===== src/rtl/bus_pkg.sv =====
// Shared types and helpers for the bus arbitration blocks.
package bus_pkg;

    typedef enum logic [1:0] {
        IDLE  = 2'd0,
        GRANT = 2'd1,
        TURN  = 2'd2
    } state_e;

    localparam int BUS_W = 4;

    // Index width for n items; never narrower than one bit.
    function automatic int idx_w(input int n);
        return (n <= 1) ? 1 : $clog2(n);
    endfunction

endpackage


===== src/rtl/rr_picker.sv =====
// Combinational round-robin picker: first set request after last_owner, with wrap.
module rr_picker
    import bus_pkg::*;
#(
    parameter int N_REQ = 4,
    parameter int IW    = idx_w(N_REQ)
) (
    input  logic [N_REQ-1:0] req,
    input  logic [IW-1:0]    last_owner,
    output logic [IW-1:0]    winner,
    output logic             any_req
);

    logic [IW-1:0] cand_s;
    logic          found_s;
    int            idx_s;

    // Scan from last_owner+1 upward; the first hit wins, later hits are ignored.
    always_comb begin
        winner  = '0;
        found_s = 1'b0;
        cand_s  = '0;
        idx_s   = 0;
        for (int k = 1; k <= N_REQ; k++) begin
            idx_s  = (int'(last_owner) + k) % N_REQ;
            cand_s = IW'(idx_s);
            if (!found_s && req[cand_s]) begin
                winner  = cand_s;
                found_s = 1'b1;
            end else begin
                found_s = found_s;
            end
        end
        any_req = |req;
    end

endmodule


===== src/rtl/bus_arbiter.sv =====
// Round-robin owner selection for the shared tri-state bus, with a
// guaranteed all-Z turnaround gap between successive owners.
module bus_arbiter
    import bus_pkg::*;
#(
    parameter int N_REQ       = 4,
    parameter int MAX_HOLD    = 8,
    parameter int TURN_CYCLES = 1
) (
    input  logic                     clk,
    input  logic                     rst_n,
    input  logic [N_REQ-1:0]         req,
    output logic [N_REQ-1:0]         grant,
    output logic [idx_w(N_REQ)-1:0]  owner,
    output logic                     busy
);

    localparam int IW = idx_w(N_REQ);
    localparam int HW = idx_w(MAX_HOLD + 1);
    localparam int TW = idx_w(TURN_CYCLES + 1);

    if (TURN_CYCLES < 1) begin : g_bad_turn
        $error("bus_arbiter: TURN_CYCLES must be at least 1");
    end
    if (N_REQ < 2 || N_REQ > 8) begin : g_bad_nreq
        $error("bus_arbiter: N_REQ must be in 2..8");
    end
    if (MAX_HOLD < 1) begin : g_bad_hold
        $error("bus_arbiter: MAX_HOLD must be at least 1");
    end

    state_e             state_r, state_s;
    logic [N_REQ-1:0]   grant_r, grant_s;
    logic [IW-1:0]      owner_r, owner_s;
    logic               busy_r, busy_s;
    logic [HW-1:0]      hold_cnt_r, hold_cnt_s;
    logic [TW-1:0]      turn_cnt_r, turn_cnt_s;
    logic [IW-1:0]      last_owner_r, last_owner_s;
    logic [IW-1:0]      winner_s;
    logic               any_req_s;
    logic               others_s;

    rr_picker #(.N_REQ(N_REQ), .IW(IW)) u_picker (
        .req        (req),
        .last_owner (last_owner_r),
        .winner     (winner_s),
        .any_req    (any_req_s)
    );

    assign others_s = |(req & ~grant_r);

    // State and output registers; reset floats every buffer without a clock.
    always_ff @(posedge clk or negedge rst_n) begin
        if (!rst_n) begin
            state_r      <= IDLE;
            grant_r      <= '0;
            owner_r      <= '0;
            busy_r       <= 1'b0;
            hold_cnt_r   <= '0;
            turn_cnt_r   <= '0;
            last_owner_r <= IW'(N_REQ - 1);
        end else begin
            state_r      <= state_s;
            grant_r      <= grant_s;
            owner_r      <= owner_s;
            busy_r       <= busy_s;
            hold_cnt_r   <= hold_cnt_s;
            turn_cnt_r   <= turn_cnt_s;
            last_owner_r <= last_owner_s;
        end
    end

    // Next-state logic; every path out of GRANT passes through TURN with grant=0.
    always_comb begin
        state_s      = state_r;
        grant_s      = grant_r;
        owner_s      = owner_r;
        busy_s       = busy_r;
        hold_cnt_s   = hold_cnt_r;
        turn_cnt_s   = turn_cnt_r;
        last_owner_s = last_owner_r;
        case (state_r)
            IDLE: begin
                if (any_req_s) begin
                    state_s           = GRANT;
                    grant_s           = '0;
                    grant_s[winner_s] = 1'b1;
                    owner_s           = winner_s;
                    busy_s            = 1'b1;
                    last_owner_s      = winner_s;
                    hold_cnt_s        = HW'(1);
                end else begin
                    state_s = IDLE;
                end
            end
            GRANT: begin
                if (!req[owner_r] || (hold_cnt_r == HW'(MAX_HOLD) && others_s)) begin
                    state_s    = TURN;
                    grant_s    = '0;
                    owner_s    = '0;
                    busy_s     = 1'b0;
                    hold_cnt_s = '0;
                    turn_cnt_s = TW'(1);
                end else if (hold_cnt_r == HW'(MAX_HOLD)) begin
                    hold_cnt_s = HW'(1);
                end else begin
                    hold_cnt_s = hold_cnt_r + HW'(1);
                end
            end
            TURN: begin
                if (turn_cnt_r == TW'(TURN_CYCLES)) begin
                    turn_cnt_s = '0;
                    if (any_req_s) begin
                        state_s           = GRANT;
                        grant_s           = '0;
                        grant_s[winner_s] = 1'b1;
                        owner_s           = winner_s;
                        busy_s            = 1'b1;
                        last_owner_s      = winner_s;
                        hold_cnt_s        = HW'(1);
                    end else begin
                        state_s = IDLE;
                    end
                end else begin
                    turn_cnt_s = turn_cnt_r + TW'(1);
                end
            end
            default: begin
                state_s    = IDLE;
                grant_s    = '0;
                owner_s    = '0;
                busy_s     = 1'b0;
                hold_cnt_s = '0;
                turn_cnt_s = '0;
            end
        endcase
    end

    assign grant = grant_r;
    assign owner = owner_r;
    assign busy  = busy_r;

endmodule


===== config.mk =====
export PLATFORM = sky130hd
export DESIGN_NAME = bus_arbiter
export DESIGN_NICKNAME = d
export VERILOG_FILES = /design/src/rtl/bus_pkg.sv /design/src/rtl/rr_picker.sv /design/src/rtl/bus_arbiter.sv
export SDC_FILE = /design/constraint.sdc
export NUM_CORES = 1
export LEC_CHECK = 0
export ABC_AREA = 1
export BUFFER_PORTS_ARGS = -buffer_cell sky130_fd_sc_hd__buf_4
export CORE_MARGIN = 2
export CORE_UTILIZATION = 57
export DETAILED_ROUTE_END_ITERATION = 6
export PLACE_DENSITY = 0.78
export SLEW_MARGIN = 40
export SYNTH_ARGS = -nofsm -noshare
export SYNTH_HDL_FRONTEND = slang
export SYNTH_SLANG_ARGS = --single-unit

===== constraint.sdc =====
create_clock -name clk -period 2.3 [get_ports clk]
set_clock_uncertainty 0.05 [all_clocks]
set_input_delay 0.345 -clock clk [delete_from_list [all_inputs] [get_ports clk]]
set_output_delay 0.345 -clock clk [all_outputs]
set_load 0.005 [all_outputs]

==> flow_summary.json, run 1 <==
{
  "status": "complete, no violations",
  "endpoint_kind": "flop",
  "synth_edf_count": 0,
  "synth-async-reset-ratio": 1.000,
  "cts_buffers": 3,
  "place.gp.congestion": 0.9545,
  "hp-class": "in2async",
  "postSynthAreaPerCell_um2": 7.090,
  "post-route-period-util": 0.7858,
  "p_total_mw": 1.864,
  "crit_arrival_ns": 1.98,
  "syn_inst": 165,
  "ys_seq_elements": 16,
  "syn2layout_area_growth_pct": 13.58,
  "first_pass_iters": 4,
  "fin_nets": 194,
  "peakVddDrop_mv": 0.8015,
  "final_util": 0.6843,
  "drc": 0,
  "period_minus_slack_ns": 1.807,
  "die_h_um": 49.31,
  "synthTopCellsByArea": "dfrtp_1, nand2_1, ha_1",
  "maxCapViolations": 0,
  "drive_above_1_share": 0.2155,
  "final_cells": 208,
  "die_area_um2": 2431,
  "maxSlewViolCount": 0,
  "antenna_cells": 0,
  "yosysMostFrequentCell": "nand2_1",
  "synthFlopType": "dfrtp_1",
  "yosysTopAreaCell": "dfrtp_1",
  "critPathLaunchType": "flop",
  "ys_types": 27,
  "required_ns": 2.47,
  "overflow": 0,
  "power_density_nw_per_um2": 1403,
  "ys_seq_area_frac": 0.3444,
  "initialDrtViolationCount": 36,
  "rr_startpoint": "state_r[0]",
  "antenna_found_initial": 0,
  "timing.rr.end": "grant[2]",
  "grt_max_degree": 17,
  "synth_fp_nets": 177,
  "core_um2": 1942,
  "cts-root-buf": "clkbuf_4",
  "num_vias": 1074,
  "synth_top_area_frac": 0.2995,
  "finalSetupTns_ns": 0,
  "grt_usage": 0.2312,
  "reg2reg_depth": 9,
  "cts_tree": "built",
  "wl_um": 2423,
  "start_util": 0.6024,
  "grt_pass1_vias": 1027,
  "clk_latency_ns": 0.29,
  "worst_slack_ns": 0.4928,
  "yosys_warnings": 0,
  "setup_violations": 0,
  "place_worst_setup_slack_ns": 0.5105,
  "hold_viol": 0,
  "hpwl_um": 1892,
  "synth_area_um2": 1170,
  "cp_max_fo": 6,
  "grt_first_pass_wirelength_um": 4409,
  "pin_count": 13,
  "vias_per_cell": 5.163,
  "portBuffers": 12,
  "fmax_mhz": 553.3,
  "wire_per_inst_um": 11.65,
  "htreeDepth": 1,
  "synth_common_cells": "nand2_1, inv_1, dfrtp_1, nand3_1, nor2_1",
  "ant_nets": 0,
  "rsz0062_at_grt": "no",
  "rows": 16,
  "die_x_um": 49.31,
  "crit_type": "reg2reg",
  "path_clk_slew_ns": 0.10,
  "leakagePower_nw": 0.7155,
  "max-slew-margin-rel": 0.8079,
  "fill_cells": 175,
  "clock_sinks": 16,
  "dpl.cell_count": 203,
  "rrSetupSlack_ns": 0.49,
  "clockBufferDepth": 2,
  "tightestPinTransition_ns": 0.2879
}
[timing repair]
action / in CTS / in global routing
hold buffers: 1 / 0
setup buffers: 0 / 0
resized for setup: 0 / 0
endpoints found under the setup margin: 0 / 0
hold endpoints to repair: 14 / 0
[through the flow]
step	instance area (um2)	hold slack, ns
5_1_grt	1329	0.4058
6_report	1329	0.3853
3_3_place_gp	1282	0.1623
4_1_cts	1329	0.3802
2_1_floorplan	1170	-0.0005911
3_5_place_dp	1282	0.1645
[where the power goes]
group          leakage (nW)  internal (mW)  switching, mW
clock network        0.0210         0.0964         0.0944
registers             0.204          0.400          0.115
logic                 0.490          0.415          0.743
[cells in the final DEF (no fill, tap or decap), types with 2 or more instances in the layout]
cell      instances
a21oi_1           3
buf_4            12
clkbuf_4          3
dfrtp_1          14
dfstp_2           2
ha_1              6
inv_1            17
inv_2             2
nand2_1          60
nand2_2           6
nand2_4           2
nand3_1          13
nand3_2           3
nand4_1           5
nor2_1           11
nor2_2            2
o21ai_0           3
o21ai_1           3
o21ai_2           3
[worst max-delay path by stage]
stage	endpoint	cells after the start	start	slack [ns]
after floorplan	hold_cnt_r[2]	9	state_r[0]	0.70
after global placement	grant[2]	9	state_r[0]	0.49
after detailed placement	grant[2]	9	state_r[0]	0.51
after CTS	grant[2]	9	state_r[0]	0.47
after global routing	grant[2]	9	state_r[0]	0.26
final	grant[2]	9	state_r[0]	0.49
[layer usage]
layer  up-vias  global-route usage  routed length (um)
met3         2             0.03681                  77
met4         0             0.05714                  12
met2        22              0.3649                1120
met1       488              0.3301                1212
li1        562                   -                   -
met5         -                   0                   0
[sequential cells by signal (all words and copies together) (netlist names)]
signal	cells
state_r	2
last_owner_r	2
turn_cnt_r	1
busy	1
owner	2
hold_cnt_r	4
grant	4
[area by class of cell]
| type | instances | area [um2] | area share |
|---|---|---|---|
| timing repair buffer | 13 | 100.1 | 0.07533 |
| multi-input combinational | 128 | 678.2 | 0.5104 |
| sequential | 16 | 402.9 | 0.3032 |
| tap | 27 | 33.78 | 0.02542 |
| clock buffer | 4 | 36.28 | 0.02731 |
| inverter | 20 | 77.57 | 0.05838 |
[worst max-delay path: stages (launching register included)]
cell	delay, ns
dfrtp_1	0.41
inv_1	0.08
ha_1	0.20
inv_1	0.07
nor2_1	0.05
inv_1	0.08
nand3_1	0.22
nor2_2	0.28
nand3_2	0.14
o21ai_1	0.15
[cells by family after synthesis]
group	after synthesis	share of synthesized area
simple gates	105	0.4193
buf+inv	21	0.07594
flops	16	0.3444
compound gates	15	0.08128
fa+ha+maj	6	0.06417
xor+xnor	2	0.01498
No activity file was read; power rests on OpenSTA's default activity.
==> run 2: changes to the inputs <==
--- a/config.mk
+++ b/config.mk
@@ -8,9 +8,9 @@
 export ABC_AREA = 1
 export BUFFER_PORTS_ARGS = -buffer_cell sky130_fd_sc_hd__buf_4
 export CORE_MARGIN = 2
-export CORE_UTILIZATION = 57
+export CORE_UTILIZATION = 51
 export DETAILED_ROUTE_END_ITERATION = 6
-export PLACE_DENSITY = 0.78
+export PLACE_DENSITY = 0.74
 export SLEW_MARGIN = 40
 export SYNTH_ARGS = -nofsm -noshare
 export SYNTH_HDL_FRONTEND = slang
==> constraint.sdc (replaced) <==
create_clock -name clk -period 1.6 [get_ports clk]
set_clock_uncertainty 0.05 [all_clocks]
set_input_delay 0.24 -clock clk [delete_from_list [all_inputs] [get_ports clk]]
set_output_delay 0.24 -clock clk [all_outputs]
set_load 0.005 [all_outputs]
==> flow_summary.json, run 2 (same netlist as run 1, synthesis figures left out) <==
{
  "status": "finished, violations left",
  "violations": "negative setup slack",
  "drive_above_1_share": 0.4653,
  "fin_area_um2": 1619,
  "hold_viol": 0,
  "fin_nets": 216,
  "p_total_mw": 3.386,
  "leakagePower_nw": 0.8284,
  "period_minus_slack_ns": 1.696,
  "mostFrequentLayoutCell": "nand2_1",
  "vias_per_cell": 5.104,
  "die_x_um": 51.90,
  "max-slew-margin-rel": 0.8630,
  "htreeDepth": 1,
  "tightestPinTransition_ns": 0.2056,
  "cts-root-buf": "clkbuf_4",
  "portBuffers": 12,
  "first_pass_iters": 4,
  "antenna_found_initial": 0,
  "clk_latency_ns": 0.29,
  "rsz0062_at_grt": "yes",
  "start_util": 0.5340,
  "crit_arrival_ns": 1.87,
  "overflow": 0,
  "required_ns": 1.78,
  "most-common-layout-cells": "nand2_1, buf_4, nand2_2, dfrtp_1, inv_1",
  "dpl.cell_count": 220,
  "placed_area_um2": 1404,
  "grt_pass1_vias": 1097,
  "pin_count": 13,
  "drc": 0,
  "ant_nets": 0,
  "clockBufferDepth": 2,
  "wire_per_inst_um": 12.82,
  "path_clk_slew_ns": 0.09,
  "hp-class": "in2async",
  "rows": 17,
  "crit_type": "reg2reg",
  "place.gp.congestion": 0.7867,
  "peakVddDrop_mv": 1.403,
  "maxSlewViolCount": 0,
  "antenna_cells": 0,
  "clock_sinks": 16,
  "hpwl_um": 2165,
  "die_h_um": 51.90,
  "num_vias": 1174,
  "core_um2": 2191,
  "grt_first_pass_wirelength_um": 4616,
  "wl_um": 2948,
  "power_density_nw_per_um2": 2091,
  "critPathLaunchType": "flop",
  "cp_max_fo": 7,
  "fmax_mhz": 589.6,
  "place_worst_setup_slack_ns": -0.1185,
  "cts_buffers": 3,
  "die_area_um2": 2693,
  "grt_max_degree": 17,
  "final_cells": 230,
  "post-route-period-util": 1.060,
  "syn2layout_area_growth_pct": 38.40,
  "initialDrtViolationCount": 16,
  "timing.hold.ws_ns": 0.2813,
  "endpoint_kind": "flop",
  "maxCapViolations": 0,
  "grt_usage": 0.2322,
  "cts_tree": "built",
  "worst_slack_ns": -0.09612,
  "setup_violations": 8
}
==> run 2: what timing repair did <==
item / in CTS / in global routing
setup buffers: 3 / 3
pin swaps: 7 / 8
endpoints found under the hold margin: 16 / 0
resized for setup: 17 / 27
setup endpoints to repair: 13 / 16
hold buffers: 1 / 0
==> run 2: where the power goes <==
part	internal, mW	switching, mW	total (mW)
clock	0.0877	0.127	0.215
sequential	0.575	0.146	0.721
combinational	1.06	1.39	2.45
==> run 2: layout make-up <==
cell class	instances	area [um2]
Sequential cell	16	402.9
Multi-Input combinational cell	128	805.8
Fill cell	164	571.8
Tap cell	28	35.03
Timing Repair Buffer	35	272.8
Clock buffer	3	22.52
Inverter	20	80.08
==> run 2: through the flow <==
step / setup TNS, ns / util
floorplan: 0 / -
global placement: -0.4438 / 0.6408
detailed placement: -0.7260 / 0.6408
CTS: -0.4874 / 0.6916
global route: -1.584 / 0.7390
finish: -0.5957 / 0.7390
==> run 2: worst paths after layout <==
| path | slack (ns) | cells after the start | endpoint | start |
|---|---|---|---|---|
| setup / recovery | -0.1 | 9 | grant[2] | last_owner_r[0] |
| min in group clk | 0.46 | 2 | busy | busy |
| hold reg to reg | 0.46 | 2 | busy | busy |
| hold / removal | 0.28 | 2 | hold_cnt_r[2] | rst_n |
| max in group asynchronous | 0.96 | 2 | last_owner_r[0] | rst_n |
| setup reg to reg | -0.1 | 9 | grant[2] | last_owner_r[0] |
==> run 2: layer usage <==
layer,track usage,up-vias,part of all wire
met2,0.4262,16,0.55
met5,0,-,0
met3,0.02011,7,0.020
met4,0.08333,0,0.019
met1,0.2796,550,0.41
li1,-,601,-
==> run 2: worst max-delay path: stages (launching register included) <==
cell,delay [ns]
dfstp_2,0.63
buf_4,0.14
nand2_1,0.06
nand2_2,0.10
nand3_1,0.12
nand2_2,0.11
nand3_1,0.09
nand3_2,0.09
nand3_2,0.11
o21ai_1,0.14
